$ cat src/rtl/motion_pkg.sv
// motion_pkg: definitions shared by the motion core's step/dir generator and decoder.
//   DEF_POS_W / DEF_PER_W : default position and interval counter widths
//   DIR_FWD / DIR_REV     : level on the dir line for forward (+1) and reverse (-1) motion
package motion_pkg;

   localparam int unsigned DEF_POS_W = 32;
   localparam int unsigned DEF_PER_W = 24;

   localparam logic DIR_FWD = 1'b1;
   localparam logic DIR_REV = 1'b0;

endpackage : motion_pkg

$ cat src/rtl/step_dir_decoder_if.sv
// step_dir_decoder_if: pin-side and register-side signals of the step/dir decoder.
//   Inputs to the decoder : step_in, dir_in (asynchronous lines), clear, load_pos, pos_val,
//                           setup_min
//   Outputs of the decoder: pos, dir_q, step_seen, period, period_valid, stalled, setup_err
//   modport master : drives the inputs, observes the outputs (board / register bank side)
//   modport slave  : the decoder itself
interface step_dir_decoder_if
   import motion_pkg::*;
#(
   parameter int unsigned POS_W = DEF_POS_W,
   parameter int unsigned PER_W = DEF_PER_W
);

   logic             step_in;
   logic             dir_in;
   logic             clear;
   logic             load_pos;
   logic [POS_W-1:0] pos_val;
   logic [7:0]       setup_min;

   logic [POS_W-1:0] pos;
   logic             dir_q;
   logic             step_seen;
   logic [PER_W-1:0] period;
   logic             period_valid;
   logic             stalled;
   logic             setup_err;

   modport master (
      output step_in, dir_in, clear, load_pos, pos_val, setup_min,
      input  pos, dir_q, step_seen, period, period_valid, stalled, setup_err
   );

   modport slave (
      input  step_in, dir_in, clear, load_pos, pos_val, setup_min,
      output pos, dir_q, step_seen, period, period_valid, stalled, setup_err
   );

endinterface : step_dir_decoder_if

$ cat src/rtl/sync_glitch_filter.sv
// sync_glitch_filter: synchronizes one asynchronous line and removes short pulses.
//   clk     : clock
//   reset   : synchronous, active-high; clears the synchronizer and the filtered level
//   i_in    : asynchronous input line
//   o_level : filtered level; follows i_in only after the synchronized value has differed
//             from it for FILTER_LEN consecutive cycles
// SYNC_STAGES must be >= 2, FILTER_LEN must be >= 1.
module sync_glitch_filter #(
   parameter int unsigned SYNC_STAGES = 2,
   parameter int unsigned FILTER_LEN  = 4
) (
   input  logic clk,
   input  logic reset,
   input  logic i_in,
   output logic o_level
);

   localparam int unsigned CNT_W = (FILTER_LEN > 1) ? $clog2(FILTER_LEN) : 1;
   localparam logic [CNT_W-1:0] CNT_LAST = CNT_W'(FILTER_LEN - 1);

   logic [SYNC_STAGES-1:0] r_sync;
   logic                   r_level;
   logic [CNT_W-1:0]       r_cnt;

   logic                   w_sync;
   logic                   w_level_d;
   logic [CNT_W-1:0]       w_cnt_d;

   assign w_sync = r_sync[SYNC_STAGES-1];

   // The counter only runs while the synchronized input disagrees with the accepted level;
   // any agreement restarts it, so a pulse must be FILTER_LEN cycles wide to get through.
   always_comb begin
      w_level_d = r_level;
      w_cnt_d   = '0;
      if (w_sync != r_level) begin
         if (r_cnt == CNT_LAST) begin
            w_level_d = w_sync;
         end else begin
            w_cnt_d = r_cnt + CNT_W'(1);
         end
      end
   end

   always_ff @(posedge clk) begin
      if (reset) begin
         r_sync  <= '0;
         r_level <= 1'b0;
         r_cnt   <= '0;
      end else begin
         r_sync  <= {r_sync[SYNC_STAGES-2:0], i_in};
         r_level <= w_level_d;
         r_cnt   <= w_cnt_d;
      end
   end

   assign o_level = r_level;

endmodule : sync_glitch_filter

$ cat src/rtl/step_dir_decoder.sv
// step_dir_decoder: turns asynchronous step/dir lines into a signed position count, a
// step-interval measurement and a direction setup-violation flag.
//   clk    : clock
//   reset  : synchronous, active-high
//   io_bus : step_dir_decoder_if slave modport
//            step_in/dir_in  asynchronous lines (rising step edge = one step, dir=1 forward)
//            clear           zero pos, period, interval and flags; re-arm first-step state
//            load_pos        pos <= pos_val (wins over a coincident step increment)
//            setup_min       required filtered-dir stable cycles before a step (0 = off)
//            pos             signed step count, wraps silently
//            dir_q           filtered direction
//            step_seen       one-cycle pulse per accepted step
//            period          cycles between the last two accepted steps
//            period_valid    period is a real measurement
//            stalled         interval counter saturated since the last step
//            setup_err       sticky: a step arrived too soon after a dir change
module step_dir_decoder
   import motion_pkg::*;
#(
   parameter int unsigned SYNC_STAGES = 2,
   parameter int unsigned FILTER_LEN  = 4,
   parameter int unsigned POS_W       = DEF_POS_W,
   parameter int unsigned PER_W       = DEF_PER_W
) (
   input  logic                clk,
   input  logic                reset,
   step_dir_decoder_if.slave   io_bus
);

   localparam logic [PER_W-1:0] IVL_MAX = '1;
   localparam logic [7:0]       AGE_MAX = 8'hFF;

   logic w_step_lvl;
   logic w_dir_lvl;

   sync_glitch_filter #(
      .SYNC_STAGES (SYNC_STAGES),
      .FILTER_LEN  (FILTER_LEN)
   ) u_step_filt (
      .clk     (clk),
      .reset   (reset),
      .i_in    (io_bus.step_in),
      .o_level (w_step_lvl)
   );

   sync_glitch_filter #(
      .SYNC_STAGES (SYNC_STAGES),
      .FILTER_LEN  (FILTER_LEN)
   ) u_dir_filt (
      .clk     (clk),
      .reset   (reset),
      .i_in    (io_bus.dir_in),
      .o_level (w_dir_lvl)
   );

   logic             r_step_prev;
   logic             r_dir_prev;
   logic [7:0]       r_dir_age;
   logic [POS_W-1:0] r_pos;
   logic [PER_W-1:0] r_ivl;
   logic [PER_W-1:0] r_period;
   logic             r_period_valid;
   logic             r_stalled;
   logic             r_setup_err;
   logic             r_step_seen;
   logic             r_first;

   logic             w_rise;
   logic             w_dir_chg;
   logic [7:0]       w_dir_age_d;
   logic             w_ivl_sat;
   logic [POS_W-1:0] w_pos_d;
   logic [PER_W-1:0] w_ivl_d;
   logic [PER_W-1:0] w_period_d;
   logic             w_period_valid_d;
   logic             w_stalled_d;
   logic             w_setup_err_d;
   logic             w_step_seen_d;
   logic             w_first_d;

   assign w_rise    = w_step_lvl & ~r_step_prev;
   assign w_dir_chg = w_dir_lvl ^ r_dir_prev;
   assign w_ivl_sat = (r_ivl == IVL_MAX);

   // Age as of this cycle: 0 when the filtered dir changes now, so a step arriving d cycles
   // after a dir change is checked against d.
   always_comb begin
      w_dir_age_d = r_dir_age;
      if (w_dir_chg) begin
         w_dir_age_d = '0;
      end else if (r_dir_age != AGE_MAX) begin
         w_dir_age_d = r_dir_age + 8'd1;
      end
   end

   always_comb begin
      w_pos_d          = r_pos;
      w_ivl_d          = w_ivl_sat ? r_ivl : r_ivl + PER_W'(1);
      w_period_d       = r_period;
      w_period_valid_d = r_period_valid;
      w_stalled_d      = r_stalled;
      w_setup_err_d    = r_setup_err;
      w_step_seen_d    = 1'b0;
      w_first_d        = r_first;

      if (io_bus.clear) begin
         // A coincident step is dropped entirely.
         w_pos_d          = '0;
         w_ivl_d          = '0;
         w_period_d       = '0;
         w_period_valid_d = 1'b0;
         w_stalled_d      = 1'b0;
         w_setup_err_d    = 1'b0;
         w_first_d        = 1'b1;
      end else begin
         if (w_rise) begin
            w_step_seen_d    = 1'b1;
            w_period_d       = r_ivl;
            w_ivl_d          = PER_W'(1);
            w_period_valid_d = ~r_first & ~w_ivl_sat;
            w_stalled_d      = 1'b0;
            w_first_d        = 1'b0;
            if (w_dir_age_d < io_bus.setup_min) begin
               w_setup_err_d = 1'b1;
            end
            w_pos_d = (w_dir_lvl == DIR_FWD) ? r_pos + POS_W'(1) : r_pos - POS_W'(1);
         end else if (w_ivl_d == IVL_MAX) begin
            w_stalled_d      = 1'b1;
            w_period_valid_d = 1'b0;
         end
         if (io_bus.load_pos) begin
            w_pos_d = io_bus.pos_val;
         end
      end
   end

   always_ff @(posedge clk) begin
      if (reset) begin
         r_step_prev    <= 1'b0;
         r_dir_prev     <= 1'b0;
         r_dir_age      <= '0;
         r_pos          <= '0;
         r_ivl          <= '0;
         r_period       <= '0;
         r_period_valid <= 1'b0;
         r_stalled      <= 1'b0;
         r_setup_err    <= 1'b0;
         r_step_seen    <= 1'b0;
         r_first        <= 1'b1;
      end else begin
         r_step_prev    <= w_step_lvl;
         r_dir_prev     <= w_dir_lvl;
         r_dir_age      <= w_dir_age_d;
         r_pos          <= w_pos_d;
         r_ivl          <= w_ivl_d;
         r_period       <= w_period_d;
         r_period_valid <= w_period_valid_d;
         r_stalled      <= w_stalled_d;
         r_setup_err    <= w_setup_err_d;
         r_step_seen    <= w_step_seen_d;
         r_first        <= w_first_d;
      end
   end

   assign io_bus.pos          = r_pos;
   assign io_bus.dir_q        = w_dir_lvl;
   assign io_bus.step_seen    = r_step_seen;
   assign io_bus.period       = r_period;
   assign io_bus.period_valid = r_period_valid;
   assign io_bus.stalled      = r_stalled;
   assign io_bus.setup_err    = r_setup_err;

endmodule : step_dir_decoder

$ cat src/flat_wrapper.sv
// flat-port wrapper written by rule: the top's interface ports become plain ports
module step_dir_decoder_flat import motion_pkg::*;
#(
   parameter int unsigned SYNC_STAGES = 2,
   parameter int unsigned FILTER_LEN  = 4,
   parameter int unsigned POS_W       = DEF_POS_W,
   parameter int unsigned PER_W       = DEF_PER_W
)
  (clk, reset, io_bus_step_in, io_bus_dir_in, io_bus_clear, io_bus_load_pos, io_bus_pos_val, io_bus_setup_min, io_bus_pos, io_bus_dir_q, io_bus_step_seen, io_bus_period, io_bus_period_valid, io_bus_stalled, io_bus_setup_err);
  step_dir_decoder_if #(.POS_W(POS_W), .PER_W(PER_W)) io_bus_i ();
  input  logic clk;
  input  logic reset;
  input wire logic [$bits(io_bus_i.step_in)-1:0] io_bus_step_in;
  input wire logic [$bits(io_bus_i.dir_in)-1:0] io_bus_dir_in;
  input wire logic [$bits(io_bus_i.clear)-1:0] io_bus_clear;
  input wire logic [$bits(io_bus_i.load_pos)-1:0] io_bus_load_pos;
  input wire logic [$bits(io_bus_i.pos_val)-1:0] io_bus_pos_val;
  input wire logic [$bits(io_bus_i.setup_min)-1:0] io_bus_setup_min;
  output wire logic [$bits(io_bus_i.pos)-1:0] io_bus_pos;
  output wire logic [$bits(io_bus_i.dir_q)-1:0] io_bus_dir_q;
  output wire logic [$bits(io_bus_i.step_seen)-1:0] io_bus_step_seen;
  output wire logic [$bits(io_bus_i.period)-1:0] io_bus_period;
  output wire logic [$bits(io_bus_i.period_valid)-1:0] io_bus_period_valid;
  output wire logic [$bits(io_bus_i.stalled)-1:0] io_bus_stalled;
  output wire logic [$bits(io_bus_i.setup_err)-1:0] io_bus_setup_err;
  assign io_bus_i.step_in = io_bus_step_in;
  assign io_bus_i.dir_in = io_bus_dir_in;
  assign io_bus_i.clear = io_bus_clear;
  assign io_bus_i.load_pos = io_bus_load_pos;
  assign io_bus_i.pos_val = io_bus_pos_val;
  assign io_bus_i.setup_min = io_bus_setup_min;
  assign io_bus_pos = io_bus_i.pos;
  assign io_bus_dir_q = io_bus_i.dir_q;
  assign io_bus_step_seen = io_bus_i.step_seen;
  assign io_bus_period = io_bus_i.period;
  assign io_bus_period_valid = io_bus_i.period_valid;
  assign io_bus_stalled = io_bus_i.stalled;
  assign io_bus_setup_err = io_bus_i.setup_err;
  step_dir_decoder #(.SYNC_STAGES(SYNC_STAGES), .FILTER_LEN(FILTER_LEN), .POS_W(POS_W), .PER_W(PER_W)) u_core (.clk(clk), .reset(reset), .io_bus(io_bus_i));
endmodule
$ cat config.mk
export PLATFORM = sky130hd
export DESIGN_NAME = step_dir_decoder_flat
export DESIGN_NICKNAME = d
export VERILOG_FILES = /design/src/rtl/motion_pkg.sv /design/src/rtl/step_dir_decoder_if.sv /design/src/rtl/sync_glitch_filter.sv /design/src/rtl/step_dir_decoder.sv /design/src/flat_wrapper.sv
export SDC_FILE = /design/constraint.sdc
export NUM_CORES = 1
export LEC_CHECK = 0
export CORE_ASPECT_RATIO = 0.75
export CORE_UTILIZATION = 43
export DETAILED_ROUTE_END_ITERATION = 6
export PLACE_DENSITY_LB_ADDON = 0.08
export SKIP_CTS_REPAIR_TIMING = 1
export SYNTH_ARGS = -nofsm -noshare
export SYNTH_HDL_FRONTEND = slang
export SYNTH_SLANG_ARGS = --single-unit
$ cat constraint.sdc
create_clock -name clk -period 3.2 [get_ports clk]
set_input_delay 0.64 -clock clk [delete_from_list [all_inputs] [get_ports clk]]
set_output_delay 0.64 -clock clk [all_outputs]
set_load 0.03 [all_outputs]
* Yosys cells after proc, flatten, opt, wreduce, memory -nomap -nowiden
Index checks and enable logic that the tools add are counted.
Storage, ports and cells: register bits 105, bits of input ports 46, logic and storage cells 59
Cells by class: add/sub/neg operators 6, $lt $le $gt $ge 1, equality and inequality tests 7, multiplexer cells 10, bitwise operators 8, reduce and logical (&&, ||, !) cells 9
Operator list (number):
- $mux W32 | 3
- $eq A24 B24 Y1 const B | 2
- $add A32 B1 Y32 const B | 1
- $sub A32 B1 Y32 const B | 1
- $add A24 B1 Y24 const B | 1
- $mux W24 | 1
- $mux W8 | 2
- $reduce_or A3 Y1 | 3
- $add A8 B1 Y8 const B | 1
- $lt A8 B8 Y1 | 1
- $ne A8 B8 Y1 const B | 1
- $reduce_and A2 Y1 | 3
- $not A1 Y1 | 5
- $add A2 B1 Y2 const B | 2
- $eq A2 B2 Y1 const B | 2
- $mux W1 | 4
- $reduce_bool A2 Y1 | 2
- $and A1 B1 Y1 | 2
- $ne A1 B1 Y1 | 2
- $reduce_or A2 Y1 | 1
- $xor A1 B1 Y1 | 1

* Logic depth before layout (Yosys ltp)
Gate-level depths: netlist of run 1.
depth in word-level cells 5, depth in mapped cells 12

* Modules after synthesis
Synthesis of run 1 repeated with hierarchy kept, for this count alone.
Second synthesis, totals: cells, all modules 777, area, all modules 6164.7 sq um
Modules (own cells, without submodules):
- step_dir_decoder | instances 1, cells an instance 751, area an instance 5826.8 sq um, sequential area each 1901.8 sq um
- sync_glitch_filter | instances 2, cells an instance 13, area an instance 168.9 sq um, sequential area each 100.1 sq um

* Worst setup path before layout of run 1
OpenSTA, ideal clock, no wires.
kind flip-flop to flip-flop, start point register u_core.u_dir_filt.r_level (netlist: u_core.u_dir_filt.o_level), end point register u_core.r_pos[29] (netlist: u_core.io_bus.pos[29]), library setup time 130 ps, data arrival time 3602 ps, required time 3070 ps, path slack -532 ps, stages on the path, launching flop included 12, buffers on the path 1, period minus slack after synthesis 3732 ps, path through dfxtp_1 -> clkbuf_1 -> inv_1 -> ha_1 -> a2111oi_0 -> o21ai_0 -> a2111oi_0 -> nor4_1 -> o22ai_1 -> o41ai_1 -> xnor2_1 -> o22ai_1
On the way: word-level cells in the longest chain between the ends 3
RTL lines:
- start, declared | RTL line sync_glitch_filter.sv:22 | logic r_level;
- start signal, assigned | RTL line sync_glitch_filter.sv:52 | r_level <= w_level_d;
- $mux W32 | RTL line step_dir_decoder.sv:126 | w_pos_d = (w_dir_lvl == DIR_FWD) ? r_pos + POS_W'(1) : r_pos - POS_W'(1);
- $mux W32 | RTL line step_dir_decoder.sv:116 | if (w_rise) begin
- $mux W32 | RTL line step_dir_decoder.sv:131 | if (io_bus.load_pos) begin
- end signal, assigned | RTL line step_dir_decoder.sv:154 | r_pos <= w_pos_d;
- end, declared | RTL line step_dir_decoder.sv:59 | logic [POS_W-1:0] r_pos;
No other way between the ends. The select of a mux whose other input is x is not followed. A chain may end at the register's enable or synchronous reset.

* Worst setup path after layout of run 1
start point register u_core.r_ivl[0], end point register u_core.r_period_valid (netlist: u_core.io_bus.period_valid)
On the way: word-level cells in the longest chain between the ends 4, elaborated cells on any way between the ends 8, those cells by class add/sub: 1; eq/ne: 2; mux: 2; bitwise: 2; reduce/logical: 1
RTL lines:
- start, declared | RTL line step_dir_decoder.sv:60 | logic [PER_W-1:0] r_ivl;
- start signal, assigned | RTL line step_dir_decoder.sv:155 | r_ivl <= w_ivl_d;
- $add A24 B1 Y24 or $eq A24 B24 Y1 (tied branches) | RTL line step_dir_decoder.sv:98, step_dir_decoder.sv:83
- $mux W24 or $not A1 Y1 (tied branches) | RTL line step_dir_decoder.sv:98, step_dir_decoder.sv:120
- $eq A24 B24 Y1 or $and A1 B1 Y1 (tied branches) | RTL line step_dir_decoder.sv:127, step_dir_decoder.sv:120
- $reduce_bool A2 Y1 (no source line) or $mux W1 (tied branches)
- end signal, assigned | RTL line step_dir_decoder.sv:157 | r_period_valid <= w_period_valid_d;
- end, declared | RTL line step_dir_decoder.sv:62 | logic r_period_valid;
Several ways; a longest one is shown, not always the timed one.

==> results of run 1 <==
==> how the worst max path moves through the flow <==
stage               slack (ns)                                      end  cells after the start
floorplan                -0.03       u_core.io_bus.pos[26]$_SDFFE_PP0P_                     11
global placement          0.23       u_core.io_bus.pos[26]$_SDFFE_PP0P_                     10
detailed placement        0.11       u_core.io_bus.pos[26]$_SDFFE_PP0P_                     10
global route              0.03  u_core.io_bus.period_valid$_SDFFE_PP0P_                      9
CTS                       0.08       u_core.io_bus.pos[26]$_SDFFE_PP0P_                     10
finish                    0.15  u_core.io_bus.period_valid$_SDFFE_PP0P_                      9
==> stage by stage <==
stage	worst slack (ns)	std cells	area [um^2]	hold WS (ns)	setup TNS, ns
4_1_cts	0.0753	1104	8000	0.443	0
3_3_place_gp	0.231	1088	7680	0.405	0
6_report	0.146	1106	8040	0.440	0
2_1_floorplan	-0.0290	808	6370	0.397	-0.0290
3_5_place_dp	0.106	1088	7680	0.429	0
5_1_grt	0.0280	1106	8040	0.474	0
==> routing by layer <==
layer | vias up | share of wire [%] | GRT usage [%]
li1 | 3087 | - | -
met1 | 2839 | 52 | 36.8
met2 | 164 | 41 | 35.3
met3 | 14 | 5.5 | 4.55
met4 | 0 | 1.1 | 6.13
met5 | - | 0 | 0
==> sequential cells by signal (all words and copies together), names as in the netlist <==
register / count
u_core.io_bus.period: 24
u_core.io_bus.period_valid: 1
u_core.io_bus.pos: 32
u_core.io_bus.setup_err: 1
u_core.io_bus.stalled: 1
u_core.io_bus.step_seen: 1
u_core.r_dir_age: 8
u_core.r_dir_prev: 1
u_core.r_first: 1
u_core.r_ivl: 24
u_core.r_step_prev: 1
u_core.u_dir_filt.o_level: 1
u_core.u_dir_filt.r_cnt: 2
u_core.u_dir_filt.r_sync: 2
u_core.u_step_filt.o_level: 1
u_core.u_step_filt.r_cnt: 2
u_core.u_step_filt.r_sync: 2
==> power groups by stage <==
stage	registers [mW]	clock network [mW]	logic (mW)
2_1_floorplan	1.41	0	0.377
3_3_place_gp	1.38	0	0.584
3_5_place_dp	1.38	0	0.589
4_1_cts	1.35	1.22	0.593
5_1_grt	1.36	1.27	0.655
6_report	1.35	1.19	0.598
==> cells by family after synthesis <==
family	count (synthesis)	share of synthesized area, %
DFF	105	33.6
AOI/OAI and AO/OA	236	22.6
and+or+nand+nor	296	22.5
xor gates and xnor gates	54	7.56
buffers and inverters	68	4.14
muxes	7	1.12
adders and majority gates	42	8.52
==> synth_stat cells, types with 2 or more instances <==
master | n | area [um^2]
a21boi_0 | 3 | 22.5
nor3_1 | 7 | 35.0
inv_1 | 23 | 86.3
nor2b_1 | 14 | 87.6
nand2b_1 | 5 | 31.3
or3_1 | 8 | 50.1
a211oi_1 | 13 | 97.6
buf_2 | 3 | 15.0
a211o_1 | 3 | 26.3
a21o_1 | 15 | 113
ha_1 | 41 | 513
a21oi_1 | 105 | 526
a221oi_1 | 2 | 17.5
a2111oi_0 | 4 | 35.0
o21a_1 | 6 | 45.0
dfxtp_1 | 105 | 2100
o31ai_1 | 4 | 30.0
nor3b_1 | 2 | 15.0
o21ai_1 | 2 | 10.0
nand4_1 | 13 | 81.3
nor4b_1 | 2 | 17.5
o211ai_1 | 6 | 45.0
nor3_2 | 3 | 30.0
o21ai_0 | 38 | 190
o31a_1 | 2 | 17.5
buf_1 | 2 | 7.51
o22ai_1 | 7 | 43.8
a31oi_1 | 14 | 87.6
and4_1 | 2 | 17.5
nor4_1 | 6 | 37.5
xor2_1 | 17 | 149
or4_1 | 3 | 22.5
or2_2 | 6 | 37.5
mux2i_1 | 7 | 70.1
nand3_1 | 30 | 150
clkbuf_1 | 40 | 150
nor2_1 | 72 | 270
xnor2_1 | 37 | 324
nand2_1 | 103 | 387
and3_1 | 15 | 93.8
==> critical path, delay by kind of cell (launching register included) <==
kind / cells / cell delay [ns]
simple gates: 4 / 1.43
compound gates: 4 / 0.73
flops: 1 / 0.50
fa+ha+maj: 1 / 0.27
==> final cells by class <==
cell class,count,area [um^2]
clock inverter,7,96.3
inverter,23,90.1
clock buffer,9,225
sequential,105,2110
timing repair buffer,132,1270
fill,1284,5950
multi-input combinational,635,4010
tap,195,244
==> impl_metrics.py, run 1 <==
metrics = {
    "grt": {
        "grt_overflow": 0,
        "grt_pass1_wl_um": 29200,
        "antenna_found_initial": 0,
        "grt.total_usage_pct": 24.5,
        "first_global_vias": 5714,
        "grt_max_degree": 30,
    },
    "place": {
        "port_buffers": 106,
        "gp_congestion": 0.947,
        "dpl.hpwl_um": 13400,
    },
    "power": {
        "p_int_mw": 2.19,
        "seqPwrFrac_pct": 43.1,
        "p_clk_share_pct": 37.9,
        "leakagePower_nw": 3.06,
        "switchingPower_uw": 950,
        "fin_total_pwr_mw": 3.14,
        "power_density_mw_per_mm2": 391,
        "sw_frac_of_total_pct": 30.3,
        "peakVddDrop_mv": 0.293,
        "combPwrFrac_pct": 19.0,
    },
    "clocking": {
        "cts_tree": "yes",
        "clock-sinks": 105,
        "numCtsBuffers": 9,
        "cts_root_buf": "clkbuf_16",
        "clock_path_buffers": 2,
        "clk_latency_ns": 0.36,
        "htreeDepth": 3,
        "clkTransAtPathRegs_ns": 0.09,
    },
    "critical_path": {
        "r2r-start": "u_core.r_ivl[0]$_SDFF_PP0_",
        "worstSetupPathType": "reg2reg",
        "crit_chain": "ha_1 > nand3_1 > or2_2 > or4_1 > o21ai_1 > a31oi_1 > nor4_1 > o211ai_1 > o31a_1",
        "slowest_delay_ns": 0.50,
        "rrSetupSlack_ns": 0.15,
        "crit_start": "u_core.r_ivl[0]$_SDFF_PP0_",
        "endpoint_kind": "register",
        "cp.required_ns": 3.45,
        "r2r_cells": 9,
        "critPathArrivalTime_ns": 3.31,
        "worst_setup_path_start_kind": "register",
        "critical_path.max_fanout": 7,
        "r2r-end": "u_core.io_bus.period_valid$_SDFFE_PP0P_",
        "cp_slowest_cell": "dfxtp_1",
    },
    "timing": {
        "setup_violations": 0,
        "rsz0062_at_grt": "no",
        "fmax_mhz": 327,
        "worst_pin_slew_ns": 0.867,
        "hold_viol": 0,
        "maxSlewHeadroom_pct": 42.1,
        "period_needed_ns": 3.05,
        "final.setup_skew_ns": 0.0113,
        "finalMaxSlewViolations": 0,
        "fin_crit_sh_pct": 95.4,
    },
    "cells_and_area": {
        "finish.utilization_pct": 57.5,
        "diodes": 0,
        "area.growth.synth_to_final_pct": 28.4,
        "fin_nets": 994,
        "layout_commonest_cell": "clkdlybuf4s50_1",
        "final_cell_mix": "106 x clkdlybuf4s50_1, 105 x a21oi_1, 104 x dfxtp_1, 103 x nand2_1, 72 x nor2_1",
        "layout-drive-gt1-share_pct": 7.68,
    },
    "floorplanning": {
        "die_h_um": 106,
        "core_area_mm2": 0.0140,
        "start_util_pct": 44.8,
        "rows": 37,
        "ios": 107,
        "die-area_mm2": 0.0150,
        "fp.dieW_um": 141,
    },
    "min_path": {
        "hold_end": "u_core.u_step_filt.r_cnt[0]$_SDFF_PP0_",
        "min_from": "u_core.u_step_filt.r_cnt[0]$_SDFF_PP0_",
        "worstHoldPathType": "reg2reg",
        "hold_path_depth": 1,
    },
    "route": {
        "drt_iter0_drc": 434,
        "antenna_left": 0,
        "drc": 0,
        "num_vias": 6104,
        "routedWlPerCell_um": 16.4,
        "wl_um": 18100,
        "dr.pass1.iters": 5,
        "via_per_inst": 5.52,
    },
    "logic_synthesis": {
        "syn_nets": 896,
        "syn_avg_cell_area_um2": 7.75,
        "async_flop_share_pct": 0,
        "yosysUniqueCellTypes": 58,
        "synthFlopType": "dfxtp_1",
        "ys_ff_latch": 105,
        "synth_edf_count": 0,
        "syn-cell-area_mm2": 0.00626,
        "yosys_warnings": 0,
        "seq_area_frac_synth_pct": 33.6,
        "synthCells": 808,
    },
    "run": {
        "drv_cap": 0,
    },
    "run_status": {
        "status": "finished clean",
    },
}
(Power assumes the default switching activity.)
==> inputs of run 2 (changes only) <==
--- a/config.mk
+++ b/config.mk
@@ -7,7 +7,9 @@
 export LEC_CHECK = 0
 export CORE_ASPECT_RATIO = 0.75
 export CORE_UTILIZATION = 43
+export CTS_CLUSTER_DIAMETER = 80
 export DETAILED_ROUTE_END_ITERATION = 6
+export GPL_TIMING_DRIVEN = 0
 export PLACE_DENSITY_LB_ADDON = 0.08
 export SKIP_CTS_REPAIR_TIMING = 1
 export SYNTH_ARGS = -nofsm -noshare
==> impl_metrics.py, run 2 (same netlist as run 1, synthesis figures left out) <==
metrics = {
    "run_status": {
        "status": "finished clean",
    },
    "floorplanning": {
        "ios": 107,
        "die_h_um": 106,
        "rows": 37,
        "fp.dieW_um": 141,
        "die-area_mm2": 0.0150,
        "start_util_pct": 44.8,
        "core_area_mm2": 0.0140,
    },
    "min_path": {
        "hold_end": "u_core.u_step_filt.r_cnt[0]$_SDFF_PP0_",
        "min_from": "u_core.u_step_filt.r_cnt[0]$_SDFF_PP0_",
        "hold_path_depth": 1,
        "worstHoldPathType": "reg2reg",
    },
    "route": {
        "antenna_left": 0,
        "via_per_inst": 5.59,
        "drc": 0,
        "drt_iter0_drc": 359,
        "routedWlPerCell_um": 17.6,
        "wl_um": 20000,
        "num_vias": 6341,
        "dr.pass1.iters": 5,
    },
    "critical_path": {
        "endpoint_kind": "register",
        "worstSetupPathType": "reg2reg",
        "r2r-start": "u_core.u_dir_filt.o_level$_SDFFE_PP0P_",
        "rrSetupSlack_ns": 0.04,
        "critPathArrivalTime_ns": 3.38,
        "worst_setup_path_start_kind": "register",
        "cp.required_ns": 3.41,
        "critical_path.max_fanout": 11,
        "r2r_cells": 13,
        "r2r-end": "u_core.io_bus.pos[29]$_SDFFE_PP0P_",
    },
    "clocking": {
        "clock_path_buffers": 2,
        "clock-sinks": 105,
        "clkTransAtPathRegs_ns": 0.08,
        "cts_tree": "yes",
        "cts_root_buf": "clkbuf_16",
        "numCtsBuffers": 9,
        "clk_latency_ns": 0.35,
        "htreeDepth": 3,
    },
    "cells_and_area": {
        "design_area_mm2": 0.00824,
        "diodes": 0,
        "finish.utilization_pct": 58.9,
        "largest_reg_flops": 32,
        "final_cell_mix": "105 x clkdlybuf4s50_1, 103 x nand2_1, 103 x dfxtp_1, 102 x a21oi_1, 72 x nor2_1",
        "layout-drive-gt1-share_pct": 7.99,
        "area.growth.synth_to_final_pct": 31.6,
        "stdcell_count": 1134,
        "layout_commonest_cell": "clkdlybuf4s50_1",
        "regMostFlops": "u_core.io_bus.pos",
        "fin_nets": 1022,
    },
    "power": {
        "peakVddDrop_mv": 0.332,
        "fin_total_pwr_mw": 3.15,
        "leakagePower_nw": 3.09,
        "power_density_mw_per_mm2": 382,
    },
    "place": {
        "dpl.hpwl_um": 14800,
        "port_buffers": 105,
        "gp_congestion": 0.916,
        "dpl.cell_count": 1108,
        "place_area_mm2": 0.00766,
    },
    "grt": {
        "first_global_vias": 5718,
        "grt.total_usage_pct": 26.4,
        "antenna_found_initial": 0,
        "grt_overflow": 0,
        "grt_pass1_wl_um": 30800,
        "grt_max_degree": 32,
    },
    "timing": {
        "fin_crit_sh_pct": 98.9,
        "rsz0062_at_grt": "yes",
        "maxSlewHeadroom_pct": 47.2,
        "finalMaxSlewViolations": 0,
        "period_needed_ns": 3.16,
        "final.setup_skew_ns": 0.00819,
        "hold-worst-slack_ns": 0.432,
        "worst_pin_slew_ns": 0.792,
        "setup_violations": 0,
        "fmax_mhz": 316,
        "hold_viol": 0,
    },
    "run": {
        "drv_cap": 0,
    },
}
==> run 2: changes by cell type in the layout (fill, tap and decap cells not counted), moves of 3 or more <==
cell,previous run,this run
a21oi_1,105,102
inv_12,3,0
buf_4,25,9
clkbuf_1,0,37
buf_2,0,3
ha_1,36,33
a21oi_2,0,3
==> run 2: worst max-delay path by stage <==
stage,startpoint,to
CTS,u_core.u_dir_filt.o_level$_SDFFE_PP0P_,u_core.io_bus.pos[26]$_SDFFE_PP0P_
global route,u_core.u_dir_filt.o_level$_SDFFE_PP0P_,u_core.io_bus.pos[29]$_SDFFE_PP0P_
floorplan,u_core.u_dir_filt.o_level$_SDFFE_PP0P_,u_core.io_bus.pos[26]$_SDFFE_PP0P_
finish,u_core.u_dir_filt.o_level$_SDFFE_PP0P_,u_core.io_bus.pos[29]$_SDFFE_PP0P_
detailed placement,u_core.u_dir_filt.o_level$_SDFFE_PP0P_,u_core.io_bus.pos[29]$_SDFFE_PP0P_
global placement,u_core.u_dir_filt.o_level$_SDFFE_PP0P_,u_core.io_bus.pos[29]$_SDFFE_PP0P_
==> run 2: metrics by stage <==
step | worst slack [ns] | TNS, ns
2_1_floorplan | -0.0290 | -0.0290
3_3_place_gp | -0.745 | -10.49
3_5_place_dp | -0.798 | -11.43
4_1_cts | -0.813 | -12.07
5_1_grt | -0.163 | -0.179
6_report | 0.0353 | 0
==> run 2: final cells by class <==
cell class                      instances  area, um^2
Buffer                                 43         175
Clock buffer                            9         225
Clock inverter                          7        86.3
Fill cell                            1294        5740
Inverter                               23        90.1
Multi-Input combinational cell        635        4150
Sequential cell                       105        2110
Tap cell                              195         244
Timing Repair Buffer                  116        1160
Timing Repair inverter                  1        7.51
==> run 2: power by group <==
group | internal (mW) | switching, mW
Sequential | 1.33 | 0.0242
Combinational | 0.306 | 0.361
Clock | 0.559 | 0.572
Total | 2.19 | 0.958
==> run 2: critical path: stages, from the launching register on <==
cell and delay (ns):
dfxtp_4 0.38, clkbuf_8 0.18, clkinvlp_4 0.10, buf_12 0.16, ha_4 0.26, clkbuf_1 0.28, nand2_1 0.13, a21oi_2 0.24
a2111oi_4 0.13, nor4_2 0.30, o22ai_2 0.20, o41ai_2 0.37, xnor2_1 0.17, o22ai_1 0.10
==> run 2: layer usage <==
layer / vias up / routed length, um / global-route usage, %
met3: 20 / 1220 / 4.37
li1: 3133 / - / -
met4: 0 / 277 / 6.83
met5: - / 0 / 0
met1: 2972 / 10200 / 39.2
met2: 216 / 8240 / 39.1
==> inputs of run 3 (changes only) <==
--- a/config.mk
+++ b/config.mk
@@ -5,13 +5,16 @@
 export SDC_FILE = /design/constraint.sdc
 export NUM_CORES = 1
 export LEC_CHECK = 0
+export CELL_PAD_IN_SITES_DETAIL_PLACEMENT = 1
+export CELL_PAD_IN_SITES_GLOBAL_PLACEMENT = 1
 export CORE_ASPECT_RATIO = 0.75
-export CORE_UTILIZATION = 43
+export CORE_UTILIZATION = 36
 export CTS_CLUSTER_DIAMETER = 80
 export DETAILED_ROUTE_END_ITERATION = 6
 export GPL_TIMING_DRIVEN = 0
 export PLACE_DENSITY_LB_ADDON = 0.08
 export SKIP_CTS_REPAIR_TIMING = 1
+export SLEW_MARGIN = 20
 export SYNTH_ARGS = -nofsm -noshare
 export SYNTH_HDL_FRONTEND = slang
 export SYNTH_SLANG_ARGS = --single-unit
==> impl_metrics.py, run 3 (same netlist as run 1, synthesis figures left out) <==
metrics = {
    "clocking": {
        "cts_tree": "yes",
        "clk_latency_ns": 0.37,
        "htreeDepth": 3,
        "numCtsBuffers": 9,
        "clkTransAtPathRegs_ns": 0.09,
        "clock_path_buffers": 2,
        "cts_root_buf": "clkbuf_16",
        "clock-sinks": 105,
    },
    "cells_and_area": {
        "largest_reg_flops": 32,
        "area.growth.synth_to_final_pct": 35.1,
        "stdcell_count": 1167,
        "regMostFlops": "u_core.io_bus.pos",
        "layout-drive-gt1-share_pct": 10.3,
        "diodes": 0,
        "finish.utilization_pct": 50.0,
        "final_cell_mix": "105 x clkdlybuf4s50_1, 103 x nand2_1, 103 x dfxtp_1, 99 x a21oi_1, 72 x nor2_1",
        "layout_commonest_cell": "clkdlybuf4s50_1",
        "fin_nets": 1035,
        "nFillCells": 2020,
    },
    "power": {
        "switchingPower_mw": 1.02,
        "leakagePower_nw": 3.19,
        "p_int_mw": 2.30,
        "peakVddDrop_mv": 0.229,
        "fin_total_pwr_mw": 3.32,
        "combPwrFrac_pct": 21.8,
        "sw_frac_of_total_pct": 30.8,
        "seqPwrFrac_pct": 40.8,
        "power_density_mw_per_mm2": 392,
        "p_clk_share_pct": 37.4,
    },
    "route": {
        "routedWlPerCell_um": 20.1,
        "antenna_left": 0,
        "wl_um": 23400,
        "drt_iter0_drc": 313,
        "dr.pass1.iters": 4,
        "via_per_inst": 5.65,
        "num_vias": 6589,
        "drc": 0,
    },
    "place": {
        "port_buffers": 105,
        "dpl.cell_count": 1128,
        "gp_congestion": 0.884,
        "dpl.hpwl_um": 16900,
        "pre_cts_ws_ns": -0.883,
    },
    "critical_path": {
        "critPathArrivalTime_ns": 3.45,
        "r2r-end": "u_core.io_bus.pos[26]$_SDFFE_PP0P_",
        "rrSetupSlack_ns": 0.02,
        "r2r-start": "u_core.u_dir_filt.o_level$_SDFFE_PP0P_",
        "critical_path.max_fanout": 6,
        "r2r_cells": 13,
        "endpoint_kind": "register",
        "crit_start": "u_core.u_dir_filt.o_level$_SDFFE_PP0P_",
        "cp.required_ns": 3.47,
        "worstSetupPathType": "reg2reg",
        "worst_setup_path_start_kind": "register",
    },
    "grt": {
        "use_met1_pct": 36.7,
        "antenna_found_initial": 0,
        "busiest_layer": "met2",
        "grt.total_usage_pct": 25.5,
        "first_global_vias": 6447,
        "use_met3_pct": 3.53,
        "grt_overflow": 0,
        "grt_max_degree": 32,
        "grt_util_met2_pct": 39.9,
        "grt_pass1_wl_um": 35200,
    },
    "run": {
        "drv_cap": 0,
    },
    "floorplanning": {
        "start_util_pct": 37.0,
        "fp.dieW_um": 154,
        "rows": 41,
        "die_h_um": 116,
        "die-area_mm2": 0.0179,
        "ios": 107,
        "core_area_mm2": 0.0169,
    },
    "timing": {
        "worst_pin_slew_ns": 0.844,
        "rsz0062_at_grt": "yes",
        "fin_crit_sh_pct": 99.4,
        "finalMaxSlewViolations": 0,
        "period_needed_ns": 3.18,
        "fin_ws_ns": 0.0200,
        "setup_violations": 0,
        "final.setup_skew_ns": 0.0135,
        "hold_viol": 0,
        "fmax_mhz": 314,
        "maxSlewHeadroom_pct": 43.7,
    },
    "run_status": {
        "status": "finished clean",
    },
    "min_path": {
        "worstHoldPathType": "reg2reg",
        "min_from": "u_core.u_dir_filt.r_cnt[0]$_SDFF_PP0_",
        "hold_path_depth": 1,
        "hold_end": "u_core.u_dir_filt.r_cnt[0]$_SDFF_PP0_",
    },
}
[run 3: how the worst max path moves through the flow]
stage	to	slack, ns
6_report	u_core.io_bus.pos[26]$_SDFFE_PP0P_	0.02
5_1_grt	u_core.io_bus.pos[26]$_SDFFE_PP0P_	-0.09
4_1_cts	u_core.io_bus.pos[29]$_SDFFE_PP0P_	-0.94
3_5_place_dp	u_core.io_bus.pos[29]$_SDFFE_PP0P_	-0.88
3_3_place_gp	u_core.io_bus.pos[29]$_SDFFE_PP0P_	-0.83
2_1_floorplan	u_core.io_bus.pos[26]$_SDFFE_PP0P_	-0.03
[run 3: power by group through the flow]
stage          logic [mW]  registers [mW]  clock network, mW
2_1_floorplan       0.377            1.41                  0
3_3_place_gp        0.600            1.38                  0
3_5_place_dp        0.617            1.38                  0
4_1_cts             0.622            1.35               1.28
5_1_grt             0.776            1.36               1.31
6_report            0.722            1.35               1.24
[run 3: metal layers]
metal	routed length, um	vias to the layer above
li1	-	3165
met1	11800	3245
met2	10300	159
met3	917	20
met4	324	0
met5	0	-
[run 3: metrics by stage]
stage                     setup TNS, ns  hold slack, ns  area, um^2
after floorplan                 -0.0290           0.397        6370
after global placement           -11.53           0.406        7690
after CTS                        -14.75           0.436        8020
after global routing             -0.415           0.461        8460
final                                 0           0.432        8460
after detailed placement         -13.14           0.423        7690
[run 3: final cells by class]
type / instances / area (um^2) / share of cell area, %
multi-input cells: 635 / 4210 / 49.7
clock buffers: 9 / 225 / 2.66
flip-flops and latches: 105 / 2110 / 24.9
well taps: 215 / 269 / 3.18
clock inverters: 7 / 108 / 1.27
repair buffers: 131 / 1270 / 15.0
plain buffers: 40 / 170 / 2.01
repair inverters: 2 / 15.0 / 0.178
inverters: 23 / 90.1 / 1.07
[run 3: critical path, stage by stage (launching register included)]
cell	delay (ns)
dfxtp_4	0.37
buf_12	0.12
clkinvlp_4	0.20
buf_6	0.19
ha_4	0.22
nor2b_4	0.13
o31a_1	0.36
o211ai_1	0.19
buf_4	0.17
a311o_1	0.22
nand3_2	0.15
a211o_1	0.37
xnor2_1	0.14
a211oi_1	0.23
